==> src/rtl/uart_tx.sv <==
// rtl/uart_tx.sv - buffered UART transmitter: byte FIFO feeding an 8N1 (or 8E1) serialiser
//
// Ports:
//   clk          system clock, rising edge
//   rst_n        asynchronous active-low reset
//   write_en_i   single-cycle write strobe; pushes data_i when ready_o=1
//   data_i       byte to transmit
//   tx_o         registered serial output, idles high
//   ready_o      FIFO not full
//   busy_o       frame in progress or FIFO non-empty (registered)
//   fifo_count_o current FIFO occupancy
//
// Build option: define UART_TX_PARITY_EN to insert an even-parity bit (8E1).

module uart_tx #(
  parameter int CLK_FREQ   = 50000000,
  parameter int BAUD_RATE  = 115200,
  parameter int FIFO_DEPTH = 4
) (
  input  logic                        clk,
  input  logic                        rst_n,
  input  logic                        write_en_i,
  input  logic [7:0]                  data_i,
  output logic                        tx_o,
  output logic                        ready_o,
  output logic                        busy_o,
  output logic [$clog2(FIFO_DEPTH):0] fifo_count_o
);

  localparam int PTR_W        = $clog2(FIFO_DEPTH);
  localparam int CNT_W        = PTR_W + 1;
  localparam int CLKS_PER_BIT = CLK_FREQ / BAUD_RATE;

  localparam logic [31:0]      BIT_LAST = 32'(CLKS_PER_BIT - 1);
  localparam logic [CNT_W-1:0] FULL     = CNT_W'(FIFO_DEPTH);

  typedef enum logic [2:0] {
    S_IDLE   = 3'd0,
    S_START  = 3'd1,
    S_DATA   = 3'd2,
`ifdef UART_TX_PARITY_EN
    S_PARITY = 3'd3,
`endif
    S_STOP   = 3'd4
  } state_e;

  state_e             state_q, state_d;
  logic [31:0]        clk_cnt_q, clk_cnt_d;
  logic [2:0]         bit_cnt_q, bit_cnt_d;
  logic [7:0]         shift_q, shift_d;
  logic               tx_q, tx_d;
  logic               busy_q, busy_d;
  logic [PTR_W-1:0]   rd_ptr_q, rd_ptr_d;
  logic [PTR_W-1:0]   wr_ptr_q, wr_ptr_d;
  logic [CNT_W-1:0]   count_q, count_d;
  logic [7:0]         mem_q [FIFO_DEPTH];

  logic bit_done;
  logic push;
  logic pop;

  // Fullness is judged on the registered count, so a full FIFO refuses a
  // write even on a cycle where the FSM is popping.
  assign push     = write_en_i && (count_q != FULL);
  assign bit_done = (clk_cnt_q == BIT_LAST);

  always_comb begin
    state_d   = state_q;
    clk_cnt_d = bit_done ? 32'd0 : clk_cnt_q + 32'd1;
    bit_cnt_d = bit_cnt_q;
    shift_d   = shift_q;
    pop       = 1'b0;

    case (state_q)
      S_IDLE: begin
        clk_cnt_d = 32'd0;
        if (count_q != '0) begin
          pop       = 1'b1;
          shift_d   = mem_q[rd_ptr_q];
          bit_cnt_d = 3'd0;
          state_d   = S_START;
        end
      end
      S_START: begin
        if (bit_done) state_d = S_DATA;
      end
      S_DATA: begin
        if (bit_done) begin
          bit_cnt_d = bit_cnt_q + 3'd1;
          if (bit_cnt_q == 3'd7) begin
`ifdef UART_TX_PARITY_EN
            state_d = S_PARITY;
`else
            state_d = S_STOP;
`endif
          end
        end
      end
`ifdef UART_TX_PARITY_EN
      S_PARITY: begin
        if (bit_done) state_d = S_STOP;
      end
`endif
      S_STOP: begin
        if (bit_done) begin
          // Chain straight into the next start bit so queued bytes go out
          // without an idle gap.
          if (count_q != '0) begin
            pop       = 1'b1;
            shift_d   = mem_q[rd_ptr_q];
            bit_cnt_d = 3'd0;
            state_d   = S_START;
          end else begin
            state_d = S_IDLE;
          end
        end
      end
      default: begin
        state_d   = S_IDLE;
        clk_cnt_d = 32'd0;
        bit_cnt_d = 3'd0;
      end
    endcase

    // The pin is registered, so its next value follows the next state.
    case (state_d)
      S_START:  tx_d = 1'b0;
      S_DATA:   tx_d = shift_d[bit_cnt_d];
`ifdef UART_TX_PARITY_EN
      S_PARITY: tx_d = ^shift_d;
`endif
      default:  tx_d = 1'b1;
    endcase
  end

  always_comb begin
    wr_ptr_d = push ? wr_ptr_q + PTR_W'(1) : wr_ptr_q;
    rd_ptr_d = pop  ? rd_ptr_q + PTR_W'(1) : rd_ptr_q;
    case ({push, pop})
      2'b10:   count_d = count_q + CNT_W'(1);
      2'b01:   count_d = count_q - CNT_W'(1);
      default: count_d = count_q;
    endcase
    busy_d = (state_d != S_IDLE) || (count_d != '0);
  end

  always_ff @(posedge clk or negedge rst_n) begin
    if (!rst_n) begin
      state_q   <= S_IDLE;
      clk_cnt_q <= 32'd0;
      bit_cnt_q <= 3'd0;
      shift_q   <= 8'd0;
      tx_q      <= 1'b1;
      busy_q    <= 1'b0;
      rd_ptr_q  <= '0;
      wr_ptr_q  <= '0;
      count_q   <= '0;
    end else begin
      state_q   <= state_d;
      clk_cnt_q <= clk_cnt_d;
      bit_cnt_q <= bit_cnt_d;
      shift_q   <= shift_d;
      tx_q      <= tx_d;
      busy_q    <= busy_d;
      rd_ptr_q  <= rd_ptr_d;
      wr_ptr_q  <= wr_ptr_d;
      count_q   <= count_d;
    end
  end

  // Storage needs no reset: entries are only read when count says valid.
  always_ff @(posedge clk) begin
    if (push) mem_q[wr_ptr_q] <= data_i;
  end

  assign tx_o         = tx_q;
  assign busy_o       = busy_q;
  assign ready_o      = (count_q != FULL);
  assign fifo_count_o = count_q;

endmodule

==> config.mk <==
export PLATFORM = sky130hd
export DESIGN_NAME = uart_tx
export DESIGN_NICKNAME = d
export VERILOG_FILES = /design/src/rtl/uart_tx.sv
export SDC_FILE = /design/constraint.sdc
export NUM_CORES = 1
export LEC_CHECK = 0
export ABC_AREA = 1
export BUFFER_PORTS_ARGS = -buffer_cell sky130_fd_sc_hd__buf_2
export CAP_MARGIN = 25
export CORE_AREA = 2 2 78 118
export DETAILED_ROUTE_END_ITERATION = 10
export DIE_AREA = 0 0 80 120
export PLACE_DENSITY = 0.83
export SYNTH_ARGS = -nofsm -noshare
export SYNTH_HDL_FRONTEND = slang
export SYNTH_SLANG_ARGS = --single-unit
==> constraint.sdc <==
create_clock -name clk -period 2.76 [get_ports clk]
set_input_delay 0 -clock clk [delete_from_list [all_inputs] [get_ports clk]]
set_output_delay 0 -clock clk [all_outputs]
set_load 0.005 [all_outputs]
==> Word-level counts from Yosys, hierarchy flattened <==
Memory sizes are Yosys's and may differ from the RTL's.
Cells that the tools add are included.
{ "op_classes": {"eq_ne": 10, "n_lt_le_gt_ge": 1, "reduce_logical": 7, "addsub": 6, "mux": 25} }
{ "ops": {"columns": ["op", "n"], "rows": [
  ["two-way mux 32 bit", 2],
  ["adder 32 x 1 -> 32 bit (second input constant)", 1],
  ["== test 32 x 9 -> 1 bit (second input constant)", 1],
  ["two-way mux 3 bit", 8],
  ["case mux 3 bit (4 select lines)", 2],
  ["two-way mux 8 bit", 2],
  ["case mux 8 bit (2 select lines)", 1],
  ["nonzero test 3 bit", 3],
  ["adder 3 x 1 -> 3 bit (second input constant)", 2],
  ["== test 3 x 1 -> 1 bit (second input constant)", 2],
  ["== test 3 x 2 -> 1 bit (second input constant)", 2],
  ["== test 3 bit (second input constant)", 2],
  ["two-way mux 1 bit", 6],
  ["case mux 3 bit (2 select lines)", 1],
  ["adder 2 x 1 -> 2 bit (second input constant)", 2],
  ["less-than comparator 3 x 4 -> 1 bit (second input constant)", 1],
  ["case mux 1 bit (2 select lines)", 2],
  ["binary-select mux 1 bit (select 3 bit)", 1],
  ["logical NOT 3 bit", 1],
  ["inequality test 3 bit (second input constant)", 1],
  ["OR reduction 3 bit", 1],
  ["subtractor 3 x 1 -> 3 bit (second input constant)", 1],
  ["== test 2 x 1 -> 1 bit (second input constant)", 1],
  ["== test 2 bit (second input constant)", 1],
  ["2 further kinds", 2]
]} }
{ "totals": {"ff_bits": 55, "wordCells": 59, "ram_bits": 32, "memories": 1, "input_bits": 11, "output_inout_bits": 6} }
{ "memory_table": {"columns": ["memory", "words", "width", "rd", "rd_ports_with_merged_regs", "wr", "line_no", "source"], "rows": [
  ["mem_q", 4, 8, 1, 0, 1, "56", "logic [7:0] mem_q [FIFO_DEPTH];"]
]} }

==> Longest topological paths before layout <==
{ "depth": {"ltp_word": 8, "mapped_depth": 19, "depth_no_buf": 19} }

==> Least setup slack after synthesis <==
OpenSTA, ideal clock, no wires.
{ "synth_timing": {"path_type": "register to register", "startpoint": "register clk_cnt_q[1]", "endpoint": "register busy_q (netlist: busy_o)", "stages_incl_launch_ff": 20, "setup_slack_ns": -0.013, "arrival_ns": 2.645, "t_required_ns": 2.631, "cell_sequence": "dfrtp_1 > inv_1 > ha_1 > nand2_4 > nor2_4 > nand2_2 > nor2_4 > nand2_4 > nand2_4 > nand2_4 > buf_12 > inv_1 > ha_1 > inv_1 > fa_1 > a21oi_1 > o21ai_0 > xnor2_1 > nor4_1 > nand2_1"} }
{ "synth_via": {"elab_chain_cells": 7, "elab_cells_between_ends": 13, "classes_between": "eq/ne (3); mux (7); reduce/logical (3)"} }
{ "synth_rtl": {"columns": ["element", "line_no", "source"], "rows": [
  ["start: declaration", "48", "logic [31:0] clk_cnt_q, clk_cnt_d;"],
  ["start signal: assignment", "160", "clk_cnt_q <= clk_cnt_d;"],
  ["== test 32 x 9 -> 1 bit (*)", "65", "assign bit_done = (clk_cnt_q == BIT_LAST);"],
  ["two-way mux 1 bit (*)", "105", "if (bit_done) begin"],
  ["case mux 1 bit (2 select lines) (*)", "74", "case (state_q)"],
  ["via pop", "60", "logic pop;"],
  ["== test 2 x 1 -> 1 bit or == test 2 bit (tied branches)", "139", "case ({push, pop})"],
  ["case mux 3 bit (2 select lines) (*)", "139", null],
  ["via count_d[2]", "55", "logic [CNT_W-1:0] count_q, count_d;"],
  ["nonzero test 3 bit (*)", "144", "busy_d = (state_d != S_IDLE) || (count_d != '0);"],
  ["logical OR 1 bit (*)", "144", null],
  ["via busy_d", "52", "logic busy_q, busy_d;"],
  ["end signal: assignment", "164", "busy_q <= busy_d;"],
  ["end: declaration", "52", null]
]} }
The timed path passes the listed nets; every way through them passes the cells marked *.
A chain may end at the register's enable or synchronous reset.

==> Final worst setup path <==
{ "layout_timing": {"startpoint": "register clk_cnt_q[21]", "endpoint": "register busy_q (netlist: busy_o)"} }
Same word-level chain as after synthesis.

==> results.md <==
- H-tree depth: 3
- Post-Synthesis Cells: 556
- Synth top area cells: dfrtp_1 (29%), edfxtp_1 (20%), nand2_1 (7.0%), nor2_1 (6.9%), inv_1 (5.5%)
- Sink Count: 87
- Die H: 120 um
- Register area share after synthesis: 0.499
- Distinct cells, synth: 40
- Setup Skew: 9.97 ps
- HP Class: in -> reg
- #FFs+latches synth: 87
- Worst Path Buf+Inv: 3
- I/O Buffers: 16
- Max_slew headroom: 0.491
- Endpoints failing setup: 0
- DR WL/cell: 15.3 um
- Worst stage delay on the critical path: 430 ps
- Overflow left after global routing: 0
- Starting density of the core: 0.544
- Outcome: completed
- CP Launch Type: flip-flop
- Vias in the first global route: 4049
- Top-area cell type share of the netlist area: 0.288
- Clk buf depth: 2
- CTS tree: done
- First-pass GRT wire length: 17.7 mm
- Crit path arrival time: 2910 ps
- Critical path required time: 2990 ps
- Initial antenna violation count: 0
- Tmin final: 2680 ps
- Peak VDD IR: 0.000686 V
- Fin cells: 743
- Largest net degree at the start of global routing: 31
- Initial DRC count: 335
- Slowest CP cell: dfrtp_1
- DIE AREA: 9600 sq um
- Cell Area, Synth: 4690 sq um
- Vias post-DR: 4063
- Max_cap viols: 0
- FFs w/ async S/R, synth: 0.632
- Placed instance count: 689
- Most frequent cell after synthesis: nand2_1
- Crit. End Element: flip-flop
- Final core utilization: 0.653
- Post-route ant nets: 0
- First-pass DRT Iterations: 7
- Max-slew violations: 0
- Synthesized area per cell: 8.43 sq um
- RSZ-0062 raised after global routing: true
- DR vias/cell: 5.47
- Post-Syn Nets: 577
- Tot GR Track Use: 0.242
- Clk slew on worst S/H paths: 70 ps
- Main synth FF type: dfrtp_1
- Final hold viol count: 0
- Hpwl dp: 7.86 mm
- Synth top cells by count: nand2_1 (88), nor2_1 (86), inv_1 (69)
- Syn-to-layout area delta: 20.0%
- Worst path cell trace: inv_2 > nand2_2 > nor2_2 > nand2_2 > nor2_4 > nand2_4 > nand2_4 > nand2_4 > inv_4 > ha_4 > inv_4 > fa_2 > a21oi_2 > o21ai_2 > xnor2_1 > nor4_1 > nand2_1
- Period utilization: 0.970
- CTS buffer count: 9
- Post-synth EDFFs: 32
- F_max: 373 MHz
- LEAKAGE: 2.53 nW
- Pwr dens: 763 nW/um^2
- Share of cells above drive strength 1: 0.239
- Gpl congestion: 0.913
- Die width: 80 um
- Io pins: 17
- Clock latency on the worst-skew pair: 350 ps
- Worst Path Class, Setup: reg -> reg
- # DRC: 0
- Worst-Margin Slew: 761 ps
- Ys Warns: 0
- Root Driver: clkbuf_16
- Worst path most repeated cell: nand2_4
- Post-route cell area: 5630 sq um
- Dpl cell area: 4970 sq um
- CP delay by family, top: simple AND/OR/NAND/NOR gates
- Largest area contributor in the netlist: dfrtp_1
- # rows: 42
- Core region area: 8620 sq um
- Routed WL: 11.4 mm
- Nets@finish: 649
- Crit-path max FO: 5
- Antenna cell count: 0
==> worst min-delay path, cell delays in order <==
cell and delay, ps:
buf_2 70, nand2_1 190, nor2_1 150, a21oi_1 50
==> power breakdown <==
group	switching [mW]	internal (mW)
combinational	0.807	0.497
clock	0.571	0.638
sequential	0.166	1.61
total	1.54	2.75
==> layout make-up <==
cell class / count / area (sq um)
fillers: 676 / 2990
flip-flops and latches: 87 / 2340
multi-input cells: 376 / 2040
repair buffers: 67 / 485
inverters: 87 / 332
clock buffers: 9 / 225
well taps: 110 / 138
clock inverters: 7 / 72.6
==> sequential cells by signal (all words and copies together) (netlist names) <==
| name | count |
|---|---|
| shift_q | 8 |
| bit_cnt_q | 3 |
| state_q | 3 |
| tx_o | 1 |
| rd_ptr_q | 2 |
| wr_ptr_q | 2 |
| clk_cnt_q | 32 |
| mem_q | 32 |
| busy_o | 1 |
| fifo_count_o | 3 |
==> worst paths after layout <==
check	slack, ps	end	from	cells past startpoint
max in group asynchronous	1720	clk_cnt_q[22]$_DFF_PN0_	rst_n	3
min	150	wr_ptr_q[1]$_DFFE_PN0P_	write_en_i	4
max reg2reg	80	busy_o$_DFF_PN0_	clk_cnt_q[21]$_DFF_PN0_	17
min in group asynchronous	190	clk_cnt_q[15]$_DFF_PN0_	rst_n	2
min reg2reg	490	shift_q[3]$_DFF_PN0_	shift_q[3]$_DFF_PN0_	2
max	80	busy_o$_DFF_PN0_	clk_cnt_q[21]$_DFF_PN0_	17
==> cells in the final DEF (no fill, tap or decap), types with 3 or more instances in the layout <==
master / n
xor2_1: 11
a21oi_1: 15
nand3_1: 40
nand2_1: 85
dlygate4sd3_1: 9
nor4_1: 4
nor2_2: 10
ha_1: 7
buf_2: 16
o21ai_2: 4
edfxtp_1: 32
nor3_1: 25
o21ai_0: 25
xnor2_1: 3
inv_1: 58
inv_2: 25
buf_4: 42
dfrtp_1: 53
nor2_4: 3
o22ai_1: 9
nand2_2: 14
nand4_1: 11
nand2_4: 7
nor2_1: 82
clkbuf_16: 9
==> through the flow <==
step	hold WS [ps]	setup slack, ps	total power, mW	TNS, ps
after CTS	120	40.0	4.22	0
after global routing	191	-90.1	4.52	-90.1
after global placement	40.3	102	2.92	0
after floorplan	-296	1.96	2.65	0
after detailed placement	43.1	-23.6	2.99	-23.6
final	154	82.5	4.29	0
==> cells by family (layout without fill, tap and decap cells) <==
kind of cell               count (synthesis)  in the layout  synth area share
adders and majority gates                 10             10            0.0283
buffers and inverters                     93            170            0.0782
xor gates and xnor gates                  14             14            0.0261
and+or+nand+nor                          288            288             0.289
DFF                                       87             87             0.499
AOI/OAI and AO/OA                         64             64            0.0800
==> repair_timing <==
action,in CTS,in global routing
endpoints found under the setup margin,1,1
buffers inserted,0,29
pin swaps,1,13
hold buffers,9,0
gates resized for setup,1,27
endpoints found under the hold margin,56,0
==> routing by layer <==
metal  up-vias  wire, um  GRT usage
met3        46       487     0.0481
li1       1953         -          -
met5         -         0          0
met4         0       552      0.133
met1      1902      3920      0.227
met2       162      6430      0.466
No activity file was read; power rests on OpenSTA's default activity.
